<file path="src/rtl/cnt_arb_if.sv">
// Request, shared bit-count datapath and response signals of the cnt_arb arbiter.
// slave = arbiter side, master = requesters/datapath/consumer side.
interface cnt_arb_if #(
  parameter int WIDTH = 64,
  parameter int NREQ  = 2
);
  localparam int IDW = (NREQ > 1) ? $clog2(NREQ) : 1;

  logic [NREQ-1:0]       ReqValid;
  logic [NREQ-1:0]       ReqReady;
  logic [NREQ*WIDTH-1:0] ReqA;
  logic [2*NREQ-1:0]     ReqOp;
  logic [NREQ-1:0]       ReqW64;
  logic [WIDTH-1:0]      DpA;
  logic [WIDTH-1:0]      DpRevA;
  logic [4:0]            DpB;
  logic                  DpW64;
  logic [WIDTH-1:0]      DpResult;
  logic                  RspValid;
  logic                  RspReady;
  logic [IDW-1:0]        RspId;
  logic [WIDTH-1:0]      RspResult;

  modport slave (
    input  ReqValid, ReqA, ReqOp, ReqW64, DpResult, RspReady,
    output ReqReady, DpA, DpRevA, DpB, DpW64, RspValid, RspId, RspResult
  );

  modport master (
    output ReqValid, ReqA, ReqOp, ReqW64, DpResult, RspReady,
    input  ReqReady, DpA, DpRevA, DpB, DpW64, RspValid, RspId, RspResult
  );
endinterface

</file>
<file path="src/rtl/cnt_arb.sv">
// Round-robin arbiter sharing one clz/ctz/cpop datapath among NREQ requesters,
// with a one-entry registered response stage tagged by requester id.
module cnt_arb #(
  parameter int WIDTH = 64,
  parameter int NREQ  = 2
) (
  input logic       clk,
  input logic       resetn,
  cnt_arb_if.slave  bus
);
  localparam int             IDW    = (NREQ > 1) ? $clog2(NREQ) : 1;
  localparam logic [IDW:0]   NREQ_X = (IDW+1)'(NREQ);
  localparam logic [IDW-1:0] LAST   = IDW'(NREQ-1);

  logic [IDW-1:0] ptr;
  logic [IDW-1:0] sel;
  logic [IDW:0]   idx;
  logic           free;
  logic           found;
  logic           gnt;

  // Scan Ptr, Ptr+1, ... modulo NREQ; sel stays at Ptr when nothing is valid.
  always_comb begin
    free  = !bus.RspValid || bus.RspReady;
    sel   = ptr;
    found = 1'b0;
    idx   = '0;
    for (int k = 0; k < NREQ; k++) begin
      idx = {1'b0, ptr} + (IDW+1)'(k);
      if (idx >= NREQ_X) idx = idx - NREQ_X;
      if (!found && bus.ReqValid[idx[IDW-1:0]]) begin
        found = 1'b1;
        sel   = idx[IDW-1:0];
      end
    end
    gnt = free && found;
  end

  always_comb begin
    bus.ReqReady = '0;
    if (gnt) bus.ReqReady[sel] = 1'b1;
  end

  assign bus.DpA   = bus.ReqA[int'(sel)*WIDTH +: WIDTH];
  assign bus.DpB   = {3'b000, bus.ReqOp[int'(sel)*2 +: 2]};
  assign bus.DpW64 = (WIDTH == 64) ? bus.ReqW64[sel] : 1'b0;

  for (genvar k = 0; k < WIDTH; k++) begin : g_rev
    assign bus.DpRevA[k] = bus.DpA[WIDTH-1-k];
  end

  // A grant always wins over a plain drain, giving back-to-back responses.
  always_ff @(posedge clk or negedge resetn) begin
    if (!resetn) begin
      ptr           <= '0;
      bus.RspValid  <= 1'b0;
      bus.RspId     <= '0;
      bus.RspResult <= '0;
    end else if (gnt) begin
      bus.RspValid  <= 1'b1;
      bus.RspId     <= sel;
      bus.RspResult <= bus.DpResult;
      ptr           <= (sel == LAST) ? '0 : sel + 1'b1;
    end else if (bus.RspReady) begin
      bus.RspValid  <= 1'b0;
    end
  end
endmodule
</file>
<file path="src/flat_wrapper.sv">
// flat-port wrapper written by rule: the top's interface ports become plain ports
module cnt_arb_flat 
#(
  parameter int WIDTH = 64,
  parameter int NREQ  = 2
)
  (clk, resetn, bus_ReqValid, bus_ReqA, bus_ReqOp, bus_ReqW64, bus_DpResult, bus_RspReady, bus_ReqReady, bus_DpA, bus_DpRevA, bus_DpB, bus_DpW64, bus_RspValid, bus_RspId, bus_RspResult);
  cnt_arb_if #(.WIDTH(WIDTH), .NREQ(NREQ)) bus_i ();
  input logic clk;
  input logic resetn;
  input wire logic [$bits(bus_i.ReqValid)-1:0] bus_ReqValid;
  input wire logic [$bits(bus_i.ReqA)-1:0] bus_ReqA;
  input wire logic [$bits(bus_i.ReqOp)-1:0] bus_ReqOp;
  input wire logic [$bits(bus_i.ReqW64)-1:0] bus_ReqW64;
  input wire logic [$bits(bus_i.DpResult)-1:0] bus_DpResult;
  input wire logic [$bits(bus_i.RspReady)-1:0] bus_RspReady;
  output wire logic [$bits(bus_i.ReqReady)-1:0] bus_ReqReady;
  output wire logic [$bits(bus_i.DpA)-1:0] bus_DpA;
  output wire logic [$bits(bus_i.DpRevA)-1:0] bus_DpRevA;
  output wire logic [$bits(bus_i.DpB)-1:0] bus_DpB;
  output wire logic [$bits(bus_i.DpW64)-1:0] bus_DpW64;
  output wire logic [$bits(bus_i.RspValid)-1:0] bus_RspValid;
  output wire logic [$bits(bus_i.RspId)-1:0] bus_RspId;
  output wire logic [$bits(bus_i.RspResult)-1:0] bus_RspResult;
  assign bus_i.ReqValid = bus_ReqValid;
  assign bus_i.ReqA = bus_ReqA;
  assign bus_i.ReqOp = bus_ReqOp;
  assign bus_i.ReqW64 = bus_ReqW64;
  assign bus_i.DpResult = bus_DpResult;
  assign bus_i.RspReady = bus_RspReady;
  assign bus_ReqReady = bus_i.ReqReady;
  assign bus_DpA = bus_i.DpA;
  assign bus_DpRevA = bus_i.DpRevA;
  assign bus_DpB = bus_i.DpB;
  assign bus_DpW64 = bus_i.DpW64;
  assign bus_RspValid = bus_i.RspValid;
  assign bus_RspId = bus_i.RspId;
  assign bus_RspResult = bus_i.RspResult;
  cnt_arb #(.WIDTH(WIDTH), .NREQ(NREQ)) u_core (.clk(clk), .resetn(resetn), .bus(bus_i));
endmodule
</file>
<file path="config.mk">
export PLATFORM = sky130hd
export DESIGN_NAME = cnt_arb_flat
export DESIGN_NICKNAME = d
export VERILOG_FILES = /design/src/rtl/cnt_arb_if.sv /design/src/rtl/cnt_arb.sv /design/src/flat_wrapper.sv
export SDC_FILE = /design/constraint.sdc
export NUM_CORES = 1
export LEC_CHECK = 0
export BUFFER_PORTS_ARGS = -buffer_cell sky130_fd_sc_hd__clkbuf_2
export CORE_AREA = 2 2 157 159
export DETAILED_ROUTE_END_ITERATION = 8
export DIE_AREA = 0 0 159 161
export PLACE_DENSITY_LB_ADDON = 0.2
export SYNTH_ARGS = -nofsm -noshare
export SYNTH_HDL_FRONTEND = slang
export SYNTH_SLANG_ARGS = --single-unit
</file>
<file path="constraint.sdc">
create_clock -name clk -period 2.5 [get_ports clk]
set_clock_uncertainty 0.05 [all_clocks]
set_input_delay 0.375 -clock clk [delete_from_list [all_inputs] [get_ports clk]]
set_output_delay 0.375 -clock clk [all_outputs]
set_load 0.005 [all_outputs]
</file>
==> results of run 1 <==
## power by group through the flow
| stage | clock, mW | combinational, mW | sequential [mW] |
|---|---|---|---|
| finish | 1.18 | 1.32 | 1.32 |
| global route | 1.28 | 1.43 | 1.34 |
| global placement | 0 | 1.36 | 1.33 |
| CTS | 1.24 | 1.35 | 1.32 |
| floorplan | 0 | 0.775 | 1.34 |
| detailed placement | 0 | 1.35 | 1.33 |
## stage by stage
step,cells,hold slack (ns)
after floorplan,297,0.0294
after global placement,953,0.388
after detailed placement,953,0.382
after CTS,969,0.0190
after global routing,970,0.0415
final,970,0.000859
## critical path, cell delays in order (launching register included)
cell and delay (ns):
sky130_fd_sc_hd__dfrtp_1 0.40, sky130_fd_sc_hd__inv_1 0.09, sky130_fd_sc_hd__maj3_4 0.20, sky130_fd_sc_hd__buf_12 0.30, sky130_fd_sc_hd__mux2_2 0.44, sky130_fd_sc_hd__clkbuf_2 0.13
## logic make-up (layout without fill, tap and decap cells)
family	Yosys count	count (layout)	synth area share (%)
muxes	131	131	40.2
buffers and inverters	83	431	15.4
DFF	67	67	42.5
and+or+nand+nor	7	7	0.793
AOI/OAI and AO/OA	5	5	0.730
adders and majority gates	1	1	0.285
other	1	4	0.0951
## state kept, by name (all words and copies together) (netlist names)
signal / cells
u_core.bus.RspResult: 64
u_core.bus.RspId: 1
u_core.bus.RspValid: 1
u_core.ptr: 1
## final cells by class
| cell class | instances | area (µm²) |
|---|---|---|
| Clock buffer | 9 | 225 |
| Tap cell | 324 | 405 |
| Fill cell | 2628 | 17800 |
| Sequential cell | 67 | 1680 |
| Multi-Input combinational cell | 147 | 1670 |
| Timing Repair Buffer | 413 | 2150 |
| Inverter | 2 | 7.51 |
| Antenna cell | 1 | 2.50 |
| Clock inverter | 7 | 51.3 |
## metal layers
layer	up-vias	part of all wire (%)
li1	1648	-
met1	1642	38
met2	222	50
met3	21	9.6
met4	0	3.2
met5	-	0
## final timing paths
check / slack, ns / to / cells past startpoint
hold reg to reg: 0.45 / u_core.bus.RspResult[55]$_DFFE_PN0P_ / 1
setup reg to reg: 0.65 / u_core.bus.RspResult[49]$_DFFE_PN0P_ / 4
max in group asynchronous: 2.08 / u_core.bus.RspValid$_DFFE_PN0P_ / 2
setup / recovery: 0.11 / bus_DpA[56] / 5
min in group clk: 0.22 / u_core.bus.RspResult[3]$_DFFE_PN0P_ / 2
hold / removal: 0.0009 / u_core.bus.RspResult[0]$_DFFE_PN0P_ / 2
## cell usage in the layout, fill, tap and decap left out, types with 2 or more instances in the layout
cell                         count
sky130_fd_sc_hd__mux2_4         30
sky130_fd_sc_hd__buf_12          4
sky130_fd_sc_hd__clkinvlp_4      2
sky130_fd_sc_hd__buf_4           8
sky130_fd_sc_hd__clkbuf_16       9
sky130_fd_sc_hd__a21oi_1         3
sky130_fd_sc_hd__dfrtp_1        67
sky130_fd_sc_hd__clkinv_2        2
sky130_fd_sc_hd__clkbuf_2      400
sky130_fd_sc_hd__nor2_1          2
sky130_fd_sc_hd__conb_1          3
sky130_fd_sc_hd__nand2_1         3
sky130_fd_sc_hd__inv_6           2
sky130_fd_sc_hd__mux2_2        101
## Yosys cell counts
| cell | count | area, µm² |
|---|---|---|
| sky130_fd_sc_hd__nand2_1 | 3 | 11.3 |
| sky130_fd_sc_hd__mux2_4 | 30 | 450 |
| sky130_fd_sc_hd__nor2_1 | 2 | 7.51 |
| sky130_fd_sc_hd__maj3_2 | 1 | 11.3 |
| sky130_fd_sc_hd__inv_2 | 1 | 3.75 |
| sky130_fd_sc_hd__a31oi_1 | 1 | 6.26 |
| sky130_fd_sc_hd__buf_4 | 67 | 503 |
| sky130_fd_sc_hd__buf_2 | 10 | 50.1 |
| sky130_fd_sc_hd__mux2_2 | 101 | 1140 |
| sky130_fd_sc_hd__o21a_1 | 1 | 7.51 |
| sky130_fd_sc_hd__and3_1 | 1 | 6.26 |
| sky130_fd_sc_hd__dfrtp_1 | 67 | 1680 |
| sky130_fd_sc_hd__a21oi_1 | 3 | 15.0 |
| sky130_fd_sc_hd__conb_1 | 1 | 3.75 |
| sky130_fd_sc_hd__buf_6 | 4 | 45.0 |
| sky130_fd_sc_hd__nand2b_1 | 1 | 6.26 |
| sky130_fd_sc_hd__inv_1 | 1 | 3.75 |
==> reports/results.txt, run 1 <==
The flow ran to the end, and the final reports show no timing, DRC or antenna violations. Number of global-route vias before repair: 3629. 405 I/O pins were placed. The via count normalized by instance count works out to 3.64. The total length of routed wires is 15100 µm. The longest clock path from root to sink contains 2 buffers. In this run switching power makes up 30.1% of total power.

CTS built an H-tree with a depth of 3. After synthesis the netlist holds a flip-flop and latch count of 67. For the relative slew slack, the log shows 63.6%.

The tools report the post-cts resize count as 0. For the total negative slack for setup checks, the log shows 0 ns. In this run the most used layer during global routing was met2.

The tools report the floorplan die area as 25600 µm². Global routing consumed, on the met3 layer, 4.06% of the routing resources. In this run the worst hold path is classified as input pin to asynchronous set/reset pin. In the final design database the tool counted 843 nets. The core region is 24000 µm².

In the synthesized netlist, the number of instances is 295. Before CTS, the worst setup slack after placement is 0.378 ns. The tree built by TritonCTS fans out to 67 sinks.

At the end of the flow the core is filled with cells to 25.8%. The horizontal die dimension is 159 µm. Setup repair after global routing left no endpoint under its margin.

Of the cells placed in the final design, the portion with a size suffix greater than 1 is 87.3%. Detailed routing inserted a total of 3533 vias. The most critical setup path has its startpoint at u_core.ptr$_DFFE_PN0P_. For the weighted congestion reported at the end of routability-driven placement, the log shows 0.731. The final HPWL from detailed placement came out at 13000 µm.

STA classifies the critical path startpoint as a flop. In the routed design, unresolved DRC markers number 0. The number of hold buffers added after CTS was 0. The overall die height is 161 µm, and the internal cell power is 2.67 mW.

The mean cell area of the mapped netlist is 13.4 µm², and the post-route minimum period is 2.39 ns. The worst-case IR drop observed on VDD is 334 µV. Once layout is done, the placed cells without fillers occupy 6190 µm². The number of setup buffers added after CTS is 0.

The run gives 12.6% as the met1 usage in global routing. Once routing completed, OpenROAD measured the worst setup slack at 0.112 ns. Data arrives at the worst endpoint at 1.96 ns. In the final routed layout, each cell accounts on average for 15.6 µm. For the all-layer global routing usage, the log shows 11.2%.

The tools report the final hold violation count as 0. The tools report the cell area reported after detailed placement as 5910 µm². Combinational logic is responsible for 34.6% of the overall power. The tool flagged a number of max-cap violations equal to 0. The run gives 3.82 mW as the total power.

The first global-routing pass estimated 21600 µm of wire. The transition time at the pin with the least slew margin works out to 0.546 ns. In this run, CTS created clock tree buffers numbering 9. Setup violations remaining at the end of the flow were counted as 0. For this run, the top clock speed supported by timing is 0.419 GHz.

In this run, flip-flops and latches consume 34.5% of the power. The cell sitting at the root of the clock tree is a sky130_fd_sc_hd__clkbuf_16. The logs give 2 for the initial antenna violation count and 2.08 ns for the endpoint required time on the critical path. The start-to-end type of the worst setup path is flop to output pin.

Dividing the final minimum period by the clock period gives 95.5%. The clock network is responsible for 31.0% of the overall power. The number of max-slew violations in the final report was 0; the clock slew at the register clock pins of the worst setup and hold paths was 0.06 ns. For the net switching power of the design, the log shows 1.15 mW. The logs give 42.5% for the sequential area share after synthesis and 4 for the detailed-routing iteration count for the pre-antenna-repair pass.

The analysis attributes to cell leakage a power of 3.34 nW. The worst flop-to-flop path startpoint is u_core.bus.RspValid$_DFFE_PN0P_. The tools report the endpoint kind of the worst setup timing path as an output pin. TritonCTS built the clock tree. The area growth from synthesis to layout is 56.9%, and the mapped cell area is 3950 µm². For the largest net degree at the start of global routing, the log shows 68.

Synthesis instantiated 17 different standard cells from the library. For the post-detailed-route count of antenna-violating nets, the log shows 0. For this run the aggregate overflow at the end of global routing stands at 0. In this run the worst path has a maximum fanout of 54.

The power density over the cells works out to 617 nW/µm². The logs give 16.5% for the initial standard-cell utilization of the core and 0 for the count of warnings emitted by yosys. Buffers placed on the I/O ports in this run total 401. The met2 demand-to-capacity share in global routing was 19.0%.

After floorplanning, the core was divided into 57 placement rows. The number of DRC markers in iteration 0 came out at 70. The latest clock arrival within the worst-skew pair came out at 0.32 ns.
Power figures use the tool's default switching activity.
==> run 2: changes to the inputs <==
--- a/config.mk
+++ b/config.mk
@@ -5,10 +5,12 @@
 export SDC_FILE = /design/constraint.sdc
 export NUM_CORES = 1
 export LEC_CHECK = 0
+export ABC_AREA = 1
+export ABC_CLOCK_PERIOD_IN_PS = 2500
 export BUFFER_PORTS_ARGS = -buffer_cell sky130_fd_sc_hd__clkbuf_2
-export CORE_AREA = 2 2 157 159
+export CORE_AREA = 2 2 160 162
 export DETAILED_ROUTE_END_ITERATION = 8
-export DIE_AREA = 0 0 159 161
+export DIE_AREA = 0 0 162 164
 export PLACE_DENSITY_LB_ADDON = 0.2
 export SYNTH_ARGS = -nofsm -noshare
 export SYNTH_HDL_FRONTEND = slang
==> reports/results.txt, run 2 <==
The mean cell area of the mapped netlist is 7.01 µm² (-48%), and the floorplan die area is 26600 µm² (+3.8%). The highest ir drop seen on vdd is 414 µV (+24%), and the instance count of the mapped netlist is 596 (+100%). The run gives 58 (+1.8%) as the row count. The sequential area share after synthesis was 40.1% (-2.4 points); the count of boundary I/O pins was 405 (unchanged).

The tools report the final HPWL from detailed placement as 13900 µm (+7.0%). The tools report the post-route standard cell area excluding fillers as 6340 µm² (+2.4%). The total core area is 24800 µm² (+3.6%), and the worst slack after detailed placement is 0.581 ns (+0.203 ns). The number of flip-flops in the largest register was 64 (unchanged); the count of port buffers added during placement was 401 (unchanged). sky130_fd_sc_hd__dfrtp_1 takes more of the synthesized area than any other cell. By instance count, the leading cell after synthesis is sky130_fd_sc_hd__nand2_1. The worst setup path is launched from a flop. The post-detailed-route count of antenna-violating nets is 0 (unchanged), and the number of global-route vias before repair is 4581 (+26%).

The total length of routed wires came out at 17800 µm (+17%). The share of the core filled with cells in the final layout is 25.5% (-0.29 points), and the net count reported at finish is 1113 (+32%). The number of DRC violations after detailed routing was 0 (unchanged); the proportion of register bits with asynchronous set or reset after synthesis was 100% (unchanged). The tools report the post-cts resize count as 0 (unchanged). Ranked by flip-flop count, first place goes to u_core.bus.RspResult.

The run finished with clean final reports. For the total negative slack for setup checks, the log shows 0 ns (unchanged). The area growth from synthesis to layout is 51.8%.

The largest driver fanout on the critical path is 67 (+24%), and the horizontal die dimension is 162 µm (+1.9%). The static leakage was 3.95 nW (+18%); the relative slew slack was 59.9% (-3.6 points). The initial standard-cell utilization of the core is 16.8% (+0.36 points), and the total number of vias is 4811 (+36%). The tools report the number of max-slew violations in the final report as 0 (unchanged). The detailed-routing iteration count for the pre-antenna-repair pass was 4 (unchanged); the via count normalized by instance count was 3.86 (+6.1%). For the final worst slack, the log shows 0.281 ns (+0.169 ns). The all-layer global routing usage is 12.3% (+1.1 points). For the buffers inserted during post-CTS setup optimization, the log shows 0 (unchanged). Sorting the synthesized cells by area gives the leading types as sky130_fd_sc_hd__dfrtp_1, sky130_fd_sc_hd__nand2_1, sky130_fd_sc_hd__nand3_1. The number of CTS-inserted buffers came out at 9 (unchanged). The wire length of the first global-routing pass is 25700 µm (+19%).

The number of flip-flops and latches in the synthesized netlist is 67 (unchanged). The number of levels the H-tree was split into is 3 (unchanged). The final clock period utilization by the worst path was 88.8% (-6.8 points). The clock slew at the register clock pins of the worst setup and hold paths is 0.06 ns (about the same).

The power density over the cells was 868 nW/µm² (+41%). The worst setup path is captured at an output pin. Arrival time at the worst endpoint: 1.79 ns (-0.17 ns). Clock tree synthesis selected as its root buffer the cell sky130_fd_sc_hd__clkbuf_16. The latest clock arrival within the worst-skew pair was 0.33 ns (about the same). The routed wirelength normalized by instance count was 14.3 µm (-8.6%). The top cell types in the final layout, fill and taps aside, are sky130_fd_sc_hd__clkbuf_2, sky130_fd_sc_hd__nand2_1, sky130_fd_sc_hd__nand3_1. The initial antenna violation count is 0 (-2).

TritonCTS built the clock tree. The number of DRC markers in iteration 0 is 245 (+250%). The most common cell after layout, fill and taps aside is sky130_fd_sc_hd__clkbuf_2. The tightest min-delay check is of the input pin to asynchronous set/reset pin type. The upper clock frequency limit came out at 0.451 GHz (+7.6%). The number of endpoints failing setup at the final stage is 0 (unchanged). The tools report the count of distinct cell types in the synthesized netlist as 14 (-3).

The logs give 68 (unchanged) for the largest net degree at the start of global routing and 0 (unchanged) for the max-cap check violation count. The critical path is of the flop to output pin type. For the mapped cell area, the log shows 4180 µm² (+5.9%). After synthesis, the most frequently instantiated cells are sky130_fd_sc_hd__nand2_1, sky130_fd_sc_hd__nand3_1, sky130_fd_sc_hd__buf_4.

The total power was 5.50 mW (+44%). The number of enable-type register cells in the synthesized netlist came out at 0 (unchanged). The buffer levels on the longest clock path is 2 (unchanged), and the post-route minimum period is 2.22 ns (-0.169 ns). The overall die height works out to 164 µm (+1.9%). The endpoint required time on the critical path is 2.08 ns (about the same), and the number of placed instances with taps included is 1229 (+29%). The fraction of synthesized cell area taken by the top area cell type works out to 40.1% (-2.4 points). The count of antenna diodes in the layout came out at 0 (-1). Count of hold-fix buffers inserted at cts: 0 (unchanged). For the final hold violation count, the log shows 0 (unchanged).

The minimum hold slack is 0.0000409 ns (-0.000818 ns), and the share of final-layout standard cells stronger than drive strength 1 is 47.3% (-40 points). The logs give 0 (unchanged) for the count of warnings emitted by yosys and 0 (unchanged) for the overflow left after global routing. For the weighted congestion reported at the end of routability-driven placement, the log shows 0.754 (+3.2%). Cell area reported after detailed placement: 6010 µm² (+1.7%). In the synthesized netlist the dominant register cell turns out to be sky130_fd_sc_hd__dfrtp_1. Number of cells in the finished layout apart from fillers: 1245 (+28%). Setup repair after global routing left no endpoint under its margin.

The transition time at the pin with the least slew margin was 0.601 ns (+0.0545 ns); the clock sink count was 67 (unchanged).
[run 2: area by class of cell]
| cell class | instances | area (µm²) |
|---|---|---|
| fill | 2869 | 18500 |
| timing repair buffer | 411 | 2160 |
| clock inverter | 5 | 85.1 |
| sequential | 67 | 1680 |
| inverter | 6 | 22.5 |
| tap | 330 | 413 |
| multi-input combinational | 415 | 1740 |
| clock buffer | 11 | 243 |
[run 2: cells by family after synthesis]
logic type	count (synthesis)	synth area share (%)
compound gates	1	0.180
buf+inv	116	18.6
other cells	1	0.0898
simple gates	411	41.0
flops	67	40.1
[run 2: path summary, 6_finish.rpt]
path | start | to | slack, ns | cells after the start
max in group asynchronous | resetn | u_core.bus.RspResult[0]$_DFFE_PN0P_ | 1.74 | 2
min in group clk | bus_DpResult[36] | u_core.bus.RspResult[36]$_DFFE_PN0P_ | 0.22 | 3
worst min-delay path | resetn | u_core.bus.RspResult[17]$_DFFE_PN0P_ | 0.00004 | 1
worst max-delay path | u_core.ptr$_DFFE_PN0P_ | bus_DpRevA[30] | 0.28 | 7
worst max register to register | u_core.ptr$_DFFE_PN0P_ | u_core.bus.RspResult[4]$_DFFE_PN0P_ | 0.69 | 8
worst min register to register | u_core.bus.RspResult[22]$_DFFE_PN0P_ | u_core.bus.RspResult[22]$_DFFE_PN0P_ | 0.42 | 2
[run 2: worst max-delay path: stages, from the launching register on]
cell and delay [ns]:
sky130_fd_sc_hd__dfrtp_1 0.44, sky130_fd_sc_hd__nand2_1 0.12, sky130_fd_sc_hd__nand2_2 0.12, sky130_fd_sc_hd__nand2_2 0.10, sky130_fd_sc_hd__buf_12 0.25, sky130_fd_sc_hd__nand2_1 0.11, sky130_fd_sc_hd__nand2_1 0.15, sky130_fd_sc_hd__clkbuf_2 0.14
[run 2: power by group]
part	internal, mW	leakage (nW)	switching, mW
Sequential	1.47	0.812	0.220
Combinational	1.02	2.98	1.38
Clock	0.907	0.156	0.504
Total	3.39	3.95	2.11
[run 2: layer usage]
layer | GRT usage (%) | share of wire [%]
met1 | 15.6 | 41
met2 | 20.5 | 49
met3 | 4.24 | 9.2
met4 | 2.33 | 0.85
met5 | 0 | 0
